[config.mk]
export PLATFORM = sky130hd
export DESIGN_NAME = instr_encoder
export DESIGN_NICKNAME = d
export VERILOG_FILES = /design/src/rtl/instr_encoder.sv
export SDC_FILE = /design/constraint.sdc
export NUM_CORES = 1
export LEC_CHECK = 0
export ABC_AREA = 1
export BUFFER_PORTS_ARGS = -buffer_cell sky130_fd_sc_hd__buf_4
export CORE_MARGIN = 10
export CORE_UTILIZATION = 55
export CTS_BUF_LIST = sky130_fd_sc_hd__clkbuf_16
export DETAILED_ROUTE_END_ITERATION = 10
export PLACE_DENSITY_LB_ADDON = 0.2
export REMOVE_ABC_BUFFERS = 1
export SLEW_MARGIN = 25
export SYNTH_ARGS = -nofsm -noshare
export SYNTH_HDL_FRONTEND = slang
export SYNTH_SLANG_ARGS = --single-unit
[constraint.sdc]
create_clock -name clk -period 5.2 [get_ports clk]
set_input_delay 0.26 -clock clk [delete_from_list [all_inputs] [get_ports clk]]
set_output_delay 0.26 -clock clk [all_outputs]
set_load 0.005 [all_outputs]
[src/rtl/instr_encoder.sv]
// instr_encoder: encodes field-level instruction requests into MIPS-subset words
// and streams them through a FIFO to consecutive instruction-memory addresses.
module instr_encoder #(
   parameter int DEPTH     = 4,
   parameter int ADDR_W    = 8,
   parameter int BASE_ADDR = 0
) (
   input  logic              clk,
   input  logic              rst,
   input  logic              req_valid,
   output logic              req_ready,
   input  logic [2:0]        req_kind,
   input  logic [4:0]        req_rs,
   input  logic [4:0]        req_rt,
   input  logic [4:0]        req_rd,
   input  logic [5:0]        req_funct,
   input  logic [15:0]       req_imm,
   input  logic [25:0]       req_target,
   output logic              wr_valid,
   input  logic              wr_ready,
   output logic [ADDR_W-1:0] wr_addr,
   output logic [31:0]       wr_data,
   output logic              done,
   output logic              err,
   output logic [ADDR_W:0]   wr_count,
   input  logic              clear
);
   localparam int PW = $clog2(DEPTH);
   localparam logic [1:0] RUN = 2'd0, DRAIN = 2'd1, DONE = 2'd2;
   logic [1:0]        state;
   logic [31:0]       mem [DEPTH];
   logic [PW-1:0]     rp, wp;
   logic [PW:0]       cnt;
   logic [31:0]       enc;
   logic [ADDR_W-1:0] addr;
   logic              full, empty, acc, push, pop;
   always_comb begin
      enc = req_kind == 3'd0 ? {6'h00, req_rs, req_rt, req_rd, 5'd0, req_funct} :
            req_kind == 3'd1 ? {6'h08, req_rs, req_rt, req_imm} :
            req_kind == 3'd2 ? {6'h23, req_rs, req_rt, req_imm} :
            req_kind == 3'd3 ? {6'h2B, req_rs, req_rt, req_imm} :
            req_kind == 3'd4 ? {6'h04, req_rs, req_rt, req_imm} :
            req_kind == 3'd5 ? {6'h02, req_target} : {6'h3F, 26'd0};
   end
   assign full      = cnt == (PW+1)'(DEPTH);
   assign empty     = cnt == '0;
   assign req_ready = state == RUN && !full;
   assign acc       = req_valid && req_ready;
   assign push      = acc && req_kind != 3'd7;
   assign wr_valid  = !empty;
   assign pop       = wr_valid && wr_ready;
   assign wr_data   = empty ? '0 : mem[rp];
   assign wr_addr   = addr;
   assign done      = state == DONE;
   always_ff @(posedge clk) begin
      if (push) mem[wp] <= enc;
   end
   always_ff @(posedge clk or negedge rst) begin
      if (!rst) begin
         state    <= RUN;
         rp       <= '0;
         wp       <= '0;
         cnt      <= '0;
         addr     <= ADDR_W'(BASE_ADDR);
         err      <= 1'b0;
         wr_count <= '0;
      end else begin
         if (push) wp <= wp + PW'(1);
         if (pop) rp <= rp + PW'(1);
         cnt <= cnt + (PW+1)'(push) - (PW+1)'(pop);
         if (pop) addr <= addr + ADDR_W'(1);
         if (pop && wr_count != '1) wr_count <= wr_count + (ADDR_W+1)'(1);
         if (acc && req_kind == 3'd7) err <= 1'b1;
         if (state == RUN && push && req_kind == 3'd6) state <= DRAIN;
         if (state == DRAIN && pop && cnt == (PW+1)'(1)) state <= DONE;
         // restart only from DONE, where the FIFO is already empty
         if (state == DONE && clear) begin
            state    <= RUN;
            addr     <= ADDR_W'(BASE_ADDR);
            err      <= 1'b0;
            wr_count <= '0;
         end
      end
   end
endmodule

# After elaboration in Yosys (flattened, before gate mapping)
# Memory sizes are Yosys's and may differ from the RTL's.
# Index checks and enable logic that the tools add are counted.
# Widths: inputs -> output; s select.
# classes
n_eq_ne	13
n_addsub	6
n_reduce_logical	20
n_mux	18
# op_table
cell	count
$mux 32	7
$mux 9	2
$mux 8	2
$eq 3x3->1 const B	5
$logic_and 1x1->1	11
$add 9x1->9 const B	1
$ne 9x9->1 const B	1
$add 8x1->8 const B	1
$eq 3x1->1 const B	2
$eq 3x2->1 const B	2
$logic_not 3->1	2
$mux 2	3
$reduce_bool 2->1	3
$add 2x1->2 const B	2
$mux 1	4
$add 3x1->3	1
$ne 3x3->1 const B	1
$reduce_bool 3->1	1
$sub 3x1->3	1
$eq 2x1->1 const B	1
$eq 2x2->1 const B	1
$logic_not 1->1	2
$logic_not 2->1	1
# totals
mem_bits_rw	128
output_inout_bits	53
register_bits	27
mem_count	1
elab_cells	65
inputBits	71
# mem_list
name	depth	width	read_ports	rd_clocked_by_memory_dff	write_ports	line_no	text
mem	4	32	1	0	1	31	logic [31:0] mem [DEPTH];

# Logic depth before layout (Yosys ltp)
# Gate-level depths: netlist (run 1).
# depth
word_depth	10
ltp_mapped	10
ltp_nobuf	10

# Worst setup path before layout (run 1)
# No wires, ideal clock.
# synth_timing
path_kind	register to register
startpoint	register state[0]
endpoint	memory mem[0][0], enable pin
setup_slack_ns	2.670
arrival_ns	2.111
path_stages_with_launch	4
n_path_buf	0
cell_sequence	dfrtp_1 > nor2_1 > nand4_4 > nor2_1
# synth_via
elab_chain_cells	6
# synth_lines
item	line_no	text
from (decl)	30	logic [1:0] state;
from (signal assigned)	60	state <= RUN;
from (signal assigned)	74	if (state == RUN && push && req_kind == 3'd6) state <= DRAIN;
from (signal assigned)	75	if (state == DRAIN && pop && cnt == (PW+1)'(1)) state <= DONE;
$logic_not 2->1	47	assign req_ready = state == RUN && !full;
$logic_and 1x1->1	47	
$logic_and 1x1->1	48	assign acc = req_valid && req_ready;
$logic_and 1x1->1	49	assign push = acc && req_kind != 3'd7;
$mux 1	56	if (push) mem[wp] <= enc;
$mux 1 (implied by the code)	56	
to (decl)	31	
# Every way passes these cells.

# Worst setup path after layout (run 1)
# layout_timing
startpoint	register rp[0]
endpoint	output port wr_data[17]
# layout_via
elab_chain_cells	2
# layout_lines
item	line_no	text
from (decl)	32	logic [PW-1:0] rp, wp;
from (signal assigned)	69	if (pop) rp <= rp + PW'(1);
$mem_v2 4x32	-	
$mux 32	52	assign wr_data = empty ? '0 : mem[rp];
to (decl)	22	output logic [31:0] wr_data,
# Every way passes these cells.

==> out/results.md, run 1 <==
### Critical path
- **R2R Path End** cnt[2]$_DFF_PN0_
- **critical path capture point** wr_data[17]
- **peak fanout along the critical path** 64
- **cell with the largest stage delay on the worst path** inv_2
- **worst setup path class** flop to primary output
- **Critical Path Start** rp[0]$_DFFE_PN0P_
- **worst path bufs/invs** 2
- **critical-path cell list** inv_2 > o21ai_0 > a21oi_1 > buf_4
- **arrival time of data at the critical path endpoint** 2690 ps
- **critical path required time** 4940 ps
- **R2R setup slack** 2890 ps
- **Crit. path cell count** 4
- **delay of the slowest cell on the worst path** 790 ps
- **Setup crit end kind** primary output
- **RR Startpoint** state[0]$_DFFE_PN0P_
- **startpoint types** flop
- **worst reg2reg path depth** 8
- **category of cells accounting for the largest share of critical-path delay** buffers and inverters

### Timing
- **worst rel slew slack** 32.6%
- **maximum achievable frequency** 339 MHz
- **slew at the pin with the worst max-slew slack** 1010 ps
- **Finish-stage setup viols** 0
- **number of hold violations in the final report** 0
- **post-route clock skew** 8.13 ps
- **number of max-slew violations in the final report** 0
- **Final period util** 56.7%
- **sum of negative setup slack** 0 ps
- **setup repair after global routing missed its margin** no
- **crit path time final** 2950 ps

### Global route
- **maximum number of pins on one net before global-route repair** 65
- **initial antenna violation count** 0
- **global-route wire length before repair** 26400 µm
- **total overflow reported by the global router** 0
- **all-layer global routing usage** 18.8%
- **vias in the first global route** 5219

### Clock network
- **TritonCTS clock tree** yes
- **cell at the root of the clock tree** clkbuf_16
- **number of clock buffers inserted by TritonCTS** 17
- **source-to-sink clock delay at the later pin of the worst-skew pair** 420 ps
- **Clock Sinks** 151
- **Worst-path clk slew** 60 ps
- **count of H-tree levels built during CTS** 4
- **maximum buffer depth of the clock tree** 2

### Final layout
- **area taken by multi-input logic gates** 2170 µm²
- **post-layout util** 70.2%
- **ratio of cells with drive above 1 in the final layout** 25.2%
- **antenna diode instance count** 0
- **number of nets in the finished design** 855
- **final design instance area without fill** 8540 µm²
- **P&R area growth vs syn** 23.8%
- **final-layout fill cell count** 878
- **footprint of the flip-flops and latches** 4400 µm²

### Route
- **final WL** 16600 µm
- **number of antenna-violating nets in the routed design** 0
- **DRC viols** 0
- **number of iterations in the first detailed-routing pass** 5
- **count of routing violations after the opening detailed-route iteration** 383
- **number of vias per cell** 5.38
- **vias post-DR** 5136
- **mean routed wirelength per cell** 17.3 µm

### Power and ir drop
- **power density of the placed cells** 520 nW/µm²
- **Pleak** 0.00343 µW
- **VDD IR-drop max** 0.294 mV

### Synthesis
- **share of flip-flops with an asynchronous set or reset** 17.9%
- **Syn Area/Cell** 10.5 µm²
- **flops & latches, synth** 151
- **area of the mapped netlist** 6900 µm²
- **number of warnings reported in the yosys synthesis log** 0
- **Synth cell types** 39
- **number of enable flip-flop cells after synthesis** 124
- **share of the yosys chip area belonging to registers** 63.8%
- **Mapped Cells** 658
- **top_reg_cell synth** edfxtp_1

### Place
- **IO buf count** 123
- **DP Wirelength** 10300 µm
- **dpl cell area** 7920 µm²
- **gpl congestion** 0.829

### Floorplan
- **core region area** 12200 µm²
- **die area** 17400 µm²
- **number of placed I/O pins** 124
- **number of cell rows** 40
- **die boundary width** 132 µm
- **initial core utilization** 56.7%
- **Vert. Die Dim** 132 µm

### Min path
- **path category of the worst min-delay check** primary input to flop
- **startpoint of the tightest hold check path** req_kind[1]

### Flow run
- **total of max-cap violations** 0

### Run status
- **run status** complete, no violations

## worst min path at each step
stage                                         to  slack [ps]  depth (start not counted)
after detailed placement  wr_addr[6]$_DFFE_PN0P_         200                          1
after global routing        mem[0][26]$_DFFE_PP_         130                          1
final                       mem[3][26]$_DFFE_PP_         140                          1
after floorplan                 cnt[0]$_DFF_PN0_         -40                          0
after CTS                   mem[0][26]$_DFFE_PP_         120                          1
after global placement    wr_addr[6]$_DFFE_PN0P_         200                          1
## through the flow
step	hold slack (ps)	total power (µW)	setup WS, ps	cells
floorplan	-35.6	2490	2670	626
detailed placement	195	3290	2410	920
global route	132	4730	2090	955
CTS	117	4470	1930	953
finish	139	4440	2250	955
global placement	195	3230	2470	919
## final cells by class
| type | count | share of cell area [%] |
|---|---|---|
| sequential | 151 | 51.6 |
| multi-input combinational | 430 | 25.4 |
| timing repair buffer | 129 | 12.0 |
| clock buffer | 17 | 4.98 |
| tap | 168 | 2.46 |
| inverter | 45 | 2.01 |
| clock inverter | 15 | 1.64 |
## Yosys cell counts (6+ instances only)
cell / n / area share, %
a21oi_1: 35 / 2.5
a22o_1: 10 / 1.3
a31oi_1: 6 / 0.54
buf_2: 15 / 1.1
clkbuf_2: 6 / 0.44
dfrtp_1: 27 / 9.8
edfxtp_1: 124 / 54
ha_1: 9 / 1.6
inv_1: 35 / 1.9
inv_2: 9 / 0.49
nand2_1: 74 / 4.0
nand2_2: 9 / 0.82
nand3_1: 16 / 1.2
nand4_1: 8 / 0.73
nor2_1: 157 / 8.5
o21ai_0: 63 / 4.6
o21ai_1: 13 / 0.94
## routing by layer
metal | GRT usage, % | routed length [µm] | vias up | part of all wire [%]
met3 | 5.34 | 1020 | 22 | 6.1
met2 | 31.4 | 8350 | 179 | 50
met4 | 7.60 | 269 | 0 | 1.6
li1 | - | - | 2489 | -
met1 | 22.3 | 6930 | 2446 | 42
met5 | 0 | 0 | - | 0
## placed cells by master, fill, tap and decap left out, drive strengths merged, types with 2 or more instances in the layout
cell / instances
ha: 9
o21bai: 3
xor2: 3
inv: 49
dfrtp: 27
clkinv: 4
o21ai: 77
nand3b: 2
edfxtp: 124
nand4: 9
nor2: 162
nand2: 84
a21oi: 35
a31oi: 11
clkinvlp: 5
a22o: 10
nor3: 3
bufinv: 2
nand3: 17
clkbuf: 17
buf: 128
## flip-flops by register name, summed over array words and instances, names as in the netlist
| signal | flops |
|---|---|
| wr_count | 9 |
| wr_addr | 8 |
| rp | 2 |
| wp | 2 |
| cnt | 3 |
| err | 1 |
| state | 2 |
| mem | 124 |
## power breakdown
part,total (µW),internal [µW],switching (µW)
Clock,1170,698,468
Sequential,1690,1500,188
Combinational,1590,692,896
## logic make-up (layout without fill, tap and decap cells)
family / count (synthesis) / after routing / synth area share, %
compound gates: 137 / 137 / 11.3
xor+xnor: 4 / 4 / 0.617
fa+ha+maj: 10 / 10 / 1.92
buf+inv: 77 / 206 / 5.23
flops: 151 / 151 / 63.8
simple gates: 279 / 279 / 17.1
## timing repair
action                    in CTS  in global routing
resized for setup              0                  0
hold buffers                   1                  0
buffers inserted               0                  0
hold endpoints to repair      27                  0
Note: power is estimated with default switching activity, not from simulation.
==> run 2, diff against run 1 <==
==> constraint.sdc (replaced) <==
create_clock -name clk -period 2.9 [get_ports clk]
set_input_delay 0.145 -clock clk [delete_from_list [all_inputs] [get_ports clk]]
set_output_delay 0.145 -clock clk [all_outputs]
set_load 0.005 [all_outputs]
==> run 2 against run 1 <==
  * Combinational power increased by 91%
  * Largest power group is now combinational logic
  * First-iteration DRC count rose by 26%
  * Final cell count increased by 0.94%
  * Via count rose by 0.16%
  * Highest routed layer unchanged
==> out/results.md, run 2 (synthesis gave the netlist of run 1 again) <==
### Route
- **final WL** 16200 µm
- **vias post-DR** 5144
- **number of antenna-violating nets in the routed design** 0
- **DRC viols** 0
- **number of vias per cell** 5.34
- **count of routing violations after the opening detailed-route iteration** 481
- **number of iterations in the first detailed-routing pass** 5
- **mean routed wirelength per cell** 16.9 µm

### Clock network
- **number of clock buffers inserted by TritonCTS** 17
- **TritonCTS clock tree** yes
- **number of resized instances in the post-cts repair step** 0
- **Clock Sinks** 151
- **Worst-path clk slew** 60 ps
- **source-to-sink clock delay at the later pin of the worst-skew pair** 420 ps
- **maximum buffer depth of the clock tree** 2
- **count of H-tree levels built during CTS** 4
- **cell at the root of the clock tree** clkbuf_16
- **setup repair bufs after CTS** 0

### Power and ir drop
- **Pleak** 0.00345 µW
- **power density of the placed cells** 928 nW/µm²
- **VDD IR-drop max** 0.587 mV

### Timing
- **worst slack on hold paths** 34.3 ps
- **slew at the pin with the worst max-slew slack** 690 ps
- **number of max-slew violations in the final report** 0
- **Finish-stage setup viols** 0
- **number of hold violations in the final report** 0
- **Final period util** 79.7%
- **crit path time final** 2310 ps
- **sum of negative setup slack** 0 ps
- **setup repair after global routing missed its margin** no
- **worst path setup slack after routing** 587 ps
- **post-route clock skew** 9.47 ps
- **worst rel slew slack** 54.0%
- **maximum achievable frequency** 432 MHz

### Final layout
- **P&R area growth vs syn** 24.1%
- **most frequent cells in the layout** 153 x nor2_1, 135 x buf_4, 124 x edfxtp_1, 74 x nand2_1, 63 x o21ai_0
- **final design instance area without fill** 8560 µm²
- **number of nets in the finished design** 864
- **antenna diode instance count** 0
- **most frequent standard cell in the layout excluding fill and tap cells** nor2_1
- **post-layout util** 70.4%
- **ratio of cells with drive above 1 in the final layout** 25.6%
- **final-layout fill cell count** 891
- **most flop-heavy register** mem
- **Largest register FFs** 124

### Critical path
- **peak fanout along the critical path** 63
- **R2R setup slack** 630 ps
- **critical-path cell list** buf_4 > nor2_1 > nor2_1 > o21ai_0 > a21oi_1 > buf_4
- **Critical Path Start** rp[0]$_DFFE_PN0P_
- **startpoint types** flop
- **R2R Path End** cnt[2]$_DFF_PN0_
- **cell with the largest stage delay on the worst path** buf_4
- **RR Startpoint** state[0]$_DFFE_PN0P_
- **category of cells accounting for the largest share of critical-path delay** buffers and inverters
- **critical path required time** 2760 ps
- **worst path bufs/invs** 2
- **Setup crit end kind** primary output
- **arrival time of data at the critical path endpoint** 2170 ps
- **worst reg2reg path depth** 8
- **worst setup path class** flop to primary output
- **delay of the slowest cell on the worst path** 520 ps

### Global route
- **met2 global-route usage** 30.9%
- **vias in the first global route** 5168
- **maximum number of pins on one net before global-route repair** 64
- **GR Layer Usage met3** 5.95%
- **total overflow reported by the global router** 0
- **global-route wire length before repair** 26100 µm
- **busiest layer in global routing** met2
- **met1 Usage GRT** 22.3%
- **initial antenna violation count** 0
- **all-layer global routing usage** 18.5%

### Place
- **dpl cell area** 7980 µm²
- **IO buf count** 123
- **setup slack after placement** 619 ps
- **DP Wirelength** 10700 µm
- **gpl congestion** 0.843

### Min path
- **path category of the worst min-delay check** primary input to flop
- **Hold Path Cell Cnt** 3
- **worst hold endpoint** state[0]$_DFFE_PN0P_
- **startpoint of the tightest hold check path** req_valid

### Floorplan
- **number of placed I/O pins** 124
- **Vert. Die Dim** 132 µm
- **die boundary width** 132 µm
- **core region area** 12200 µm²
- **initial core utilization** 56.7%
- **number of cell rows** 40
- **die area** 17400 µm²

### Run status
- **run status** complete, no violations

### Flow run
- **total of max-cap violations** 0

[run 2: cell types whose count changed in the layout (fill, tap and decap cells not counted)]
cell           previous run  this run
clkinv_2                  2         0
buf_4                   125       135
inv_1                    36        35
clkinvlp_4                5         3
clkinv_1                  1         4
dfrtp_4                   1         0
dlygate4sd3_1             1         2
inv_6                     1         3
inv_2                    11         9
buf_16                    2         0
bufinv_16                 2         1
dfrtp_2                   0         1
clkinv_4                  1         4
[run 2: layout make-up]
cell class | count | area, µm² | area share, %
clock buffers | 17 | 425 | 4.97
clock inverters | 15 | 129 | 1.51
inverters | 45 | 171 | 2.00
multi-input cells | 430 | 2170 | 25.3
flip-flops and latches | 151 | 4400 | 51.4
well taps | 168 | 210 | 2.46
repair buffers | 138 | 1050 | 12.3
[run 2: metal layers]
layer / vias to the layer above / part of all wire (%)
met2: 189 / 50
li1: 2504 / -
met1: 2428 / 41
met4: 0 / 1.6
met5: - / 0
met3: 23 / 7.3
[run 2: tightest hold or removal path: cells and delay by family]
family,cells,cell delay (ps)
AOI/OAI and AO/OA,1,60
buffers and inverters,1,130
and+or+nand+nor,1,70
[run 2: timing repair]
action / CTS / global route
hold endpoints to repair: 31 / 0
endpoints found under the setup margin: 0 / 0
hold buffers: 2 / 0
[run 2: metrics by stage]
step	std cells	power (µW)
2_1_floorplan	626	4470
3_3_place_gp	930	5890
3_5_place_dp	930	5980
4_1_cts	964	8010
5_1_grt	964	8480
6_report	964	7940
[run 2: worst max-delay path by stage]
stage | endpoint | slack (ps) | cells past startpoint
after global placement | cnt[2]$_DFF_PN0_ | 680 | 8
final | wr_data[27] | 590 | 6
after floorplan | mem[0][0]$_DFFE_PP_ | 370 | 3
after CTS | cnt[2]$_DFF_PN0_ | 600 | 8
after detailed placement | cnt[2]$_DFF_PN0_ | 620 | 8
after global routing | cnt[2]$_DFF_PN0_ | 450 | 8
[run 2: power breakdown]
part	internal [µW]	switching, µW
registers	2690	194
logic	1280	1740
clock network	1180	857
total	5150	2800
==> run 3, diff against run 2 <==
--- a/config.mk
+++ b/config.mk
@@ -8,7 +8,7 @@
 export ABC_AREA = 1
 export BUFFER_PORTS_ARGS = -buffer_cell sky130_fd_sc_hd__buf_4
 export CORE_MARGIN = 10
-export CORE_UTILIZATION = 55
+export CORE_UTILIZATION = 50
 export CTS_BUF_LIST = sky130_fd_sc_hd__clkbuf_16
 export DETAILED_ROUTE_END_ITERATION = 10
 export PLACE_DENSITY_LB_ADDON = 0.2
==> constraint.sdc (replaced) <==
create_clock -name clk -period 1.9 [get_ports clk]
set_input_delay 0.095 -clock clk [delete_from_list [all_inputs] [get_ports clk]]
set_output_delay 0.095 -clock clk [all_outputs]
set_load 0.005 [all_outputs]
==> run 3 against run 2 <==
  * The run now ends with setup timing left
  * Via count up 2.6%
  * Clock-buffer cell count stayed put
  * Routed wire length up 8.6%
  * Critical path depth is 4 higher
  * Utilization down 3.2 points
  * Global-route usage is 0.45 points lower
  * Worst hold slack better by 16 ps
  * Critical endpoint is now cnt[2]$_DFF_PN0_
  * Clock power up 43%
  * First-iteration DRC count fell by 19%
  * Setup slack worse by 600 ps
==> out/results.md, run 3 (synthesis gave the netlist of run 1 again) <==
### Run status
- **run status** complete, but fails checks
- **violations in the final reports** setup timing

### Power and ir drop
- **VDD IR-drop max** 0.654 mV
- **Comb power frac** 42.7%
- **clock network power share** 22.8%
- **sequential share of power** 34.5%
- **power density of the placed cells** 1420 nW/µm²
- **Pleak** 0.00363 µW
- **fraction of power spent switching nets** 34.9%
- **total internal power** 8300 µW
- **switching power summed over all nets** 4450 µW

### Floorplan
- **core region area** 13400 µm²
- **number of placed I/O pins** 124
- **die boundary width** 137 µm
- **Vert. Die Dim** 137 µm
- **number of cell rows** 42
- **die area** 18900 µm²
- **initial core utilization** 51.5%

### Route
- **number of iterations in the first detailed-routing pass** 5
- **number of antenna-violating nets in the routed design** 0
- **detailed-route wire length on metal 1** 7370 µm
- **DRC viols** 0
- **met3 WL post-DR** 1500 µm
- **final WL** 17600 µm
- **vias post-DR** 5278
- **number of vias per cell** 5.27
- **total met2 wirelength after detailed routing** 8640 µm
- **highest metal layer used by the detailed router** met4
- **count of routing violations after the opening detailed-route iteration** 388
- **mean routed wirelength per cell** 17.6 µm

### Timing
- **sum of negative setup slack** -13.9 ps
- **maximum achievable frequency** 523 MHz
- **Final period util** 101%
- **worst rel slew slack** 64.5%
- **Finish-stage setup viols** 1
- **post-route clock skew** 5.65 ps
- **crit path time final** 1910 ps
- **number of hold violations in the final report** 0
- **setup repair after global routing missed its margin** yes
- **worst path setup slack after routing** -13.9 ps
- **number of max-slew violations in the final report** 0
- **slew at the pin with the worst max-slew slack** 528 ps
- **worst slack on hold paths** 50.7 ps

### Final layout
- **non-filler instance count after layout** 1001
- **P&R area growth vs syn** 30.6%
- **most flop-heavy register** mem
- **most frequent standard cell in the layout excluding fill and tap cells** nor2_1
- **number of nets in the finished design** 893
- **final-layout fill cell count** 1039
- **area taken by multi-input logic gates** 2300 µm²
- **Largest register FFs** 124
- **most frequent cells in the layout** 152 x nor2_1, 151 x buf_4, 124 x edfxtp_1, 74 x nand2_1, 63 x o21ai_0
- **antenna diode instance count** 0
- **footprint of the flip-flops and latches** 4400 µm²
- **ratio of cells with drive above 1 in the final layout** 30.9%

### Critical path
- **arrival time of data at the critical path endpoint** 2210 ps
- **startpoint types** flop
- **Critical Path Most Common Cell** ha_4
- **delay of the slowest cell on the worst path** 390 ps
- **peak fanout along the critical path** 2
- **Setup crit end kind** flop
- **critical-path cell list** nor2_2 > nand2_2 > nand2_4 > inv_4 > ha_4 > inv_2 > ha_4 > fa_2 > xnor2_2 > xor2_1
- **cell with the largest stage delay on the worst path** dfrtp_1
- **critical path required time** 2200 ps
- **worst setup path class** flop to flop

### Place
- **number of cells in the design after placement** 958
- **DP Wirelength** 11500 µm
- **IO buf count** 123
- **gpl congestion** 0.837

### Global route
- **all-layer global routing usage** 18.1%
- **total overflow reported by the global router** 0
- **initial antenna violation count** 0
- **global-route wire length before repair** 26700 µm
- **maximum number of pins on one net before global-route repair** 34
- **vias in the first global route** 5213

### Clock network
- **Worst-path clk slew** 60 ps
- **source-to-sink clock delay at the later pin of the worst-skew pair** 410 ps
- **maximum buffer depth of the clock tree** 2
- **count of H-tree levels built during CTS** 4
- **cell at the root of the clock tree** clkbuf_16
- **Clock Sinks** 151
- **TritonCTS clock tree** yes
- **number of clock buffers inserted by TritonCTS** 17

### Flow run
- **total of max-cap violations** 0

### Min path
- **path category of the worst min-delay check** primary input to flop

run 3: cell count changes in the layout (fill, tap and decap cells not counted), moves of 3 or more:
cell	delta
a21oi_1	-23
a21oi_2	+22
buf_12	+6
buf_4	+16
clkinv_2	+3
clkinv_4	-4
ha_1	-3
inv_1	+4
inv_6	-3
run 3: cell type report:
class | instances | share of cell area [%]
multi-input combinational | 430 | 25.6
sequential | 151 | 48.9
inverter | 45 | 2.00
clock buffer | 17 | 4.72
clock inverter | 15 | 0.959
tap | 176 | 2.45
timing repair buffer | 167 | 15.5
run 3: power by group through the flow:
stage          Combinational [µW]  Clock [µW]  Sequential [µW]
2_1_floorplan                2220           0             4600
3_3_place_gp                 4760           0             4470
3_5_place_dp                 4880           0             4490
4_1_cts                      5060        2960             4400
5_1_grt                      6000        3110             4450
6_report                     5440        2910             4400
run 3: metal layers:
| layer | track usage [%] | vias to the layer above |
|---|---|---|
| li1 | - | 2567 |
| met1 | 22.3 | 2495 |
| met2 | 30.1 | 201 |
| met3 | 5.90 | 15 |
| met4 | 4.33 | 0 |
| met5 | 0 | - |
run 3: worst max-delay path: cells and delay by family, from the launching register on:
kind | cells | cell delay (ps)
flops | 1 | 390
xor+xnor | 2 | 280
buf+inv | 2 | 80
simple gates | 3 | 320
fa+ha+maj | 3 | 740
run 3: stage by stage:
stage               setup WS [ps]  util (%)  power, µW  area (µm²)
floorplan                    -630         -       6820        6710
global placement            -54.5      61.3       9230        8220
detailed placement           -121      61.3       9370        8220
CTS                         -80.8      65.9      12400        8830
global route                -95.0      67.2      13600        9000
finish                      -13.9      67.2      12800        9000
run 3: final timing paths:
path | start | endpoint | slack (ps) | depth (start not counted)
max in group asynchronous | rst | rp[0]$_DFFE_PN0P_ | 1480 | 2
setup reg to reg | cnt[0]$_DFF_PN0_ | cnt[2]$_DFF_PN0_ | -10 | 10
hold reg to reg | wr_addr[7]$_DFFE_PN0P_ | wr_addr[7]$_DFFE_PN0P_ | 540 | 2
hold / removal | req_target[21] | mem[0][21]$_DFFE_PP_ | 50 | 2
min in group asynchronous | rst | wr_addr[6]$_DFFE_PN0P_ | 130 | 2
setup / recovery | cnt[0]$_DFF_PN0_ | cnt[2]$_DFF_PN0_ | -10 | 10
run 3: what timing repair did:
action,in CTS,in global routing
cloned,0,2
endpoints found under the hold margin,32,0
setup endpoints to repair,29,37
pin swaps,7,8
hold buffers,4,0
buffers inserted,2,3
resized for setup,9,31
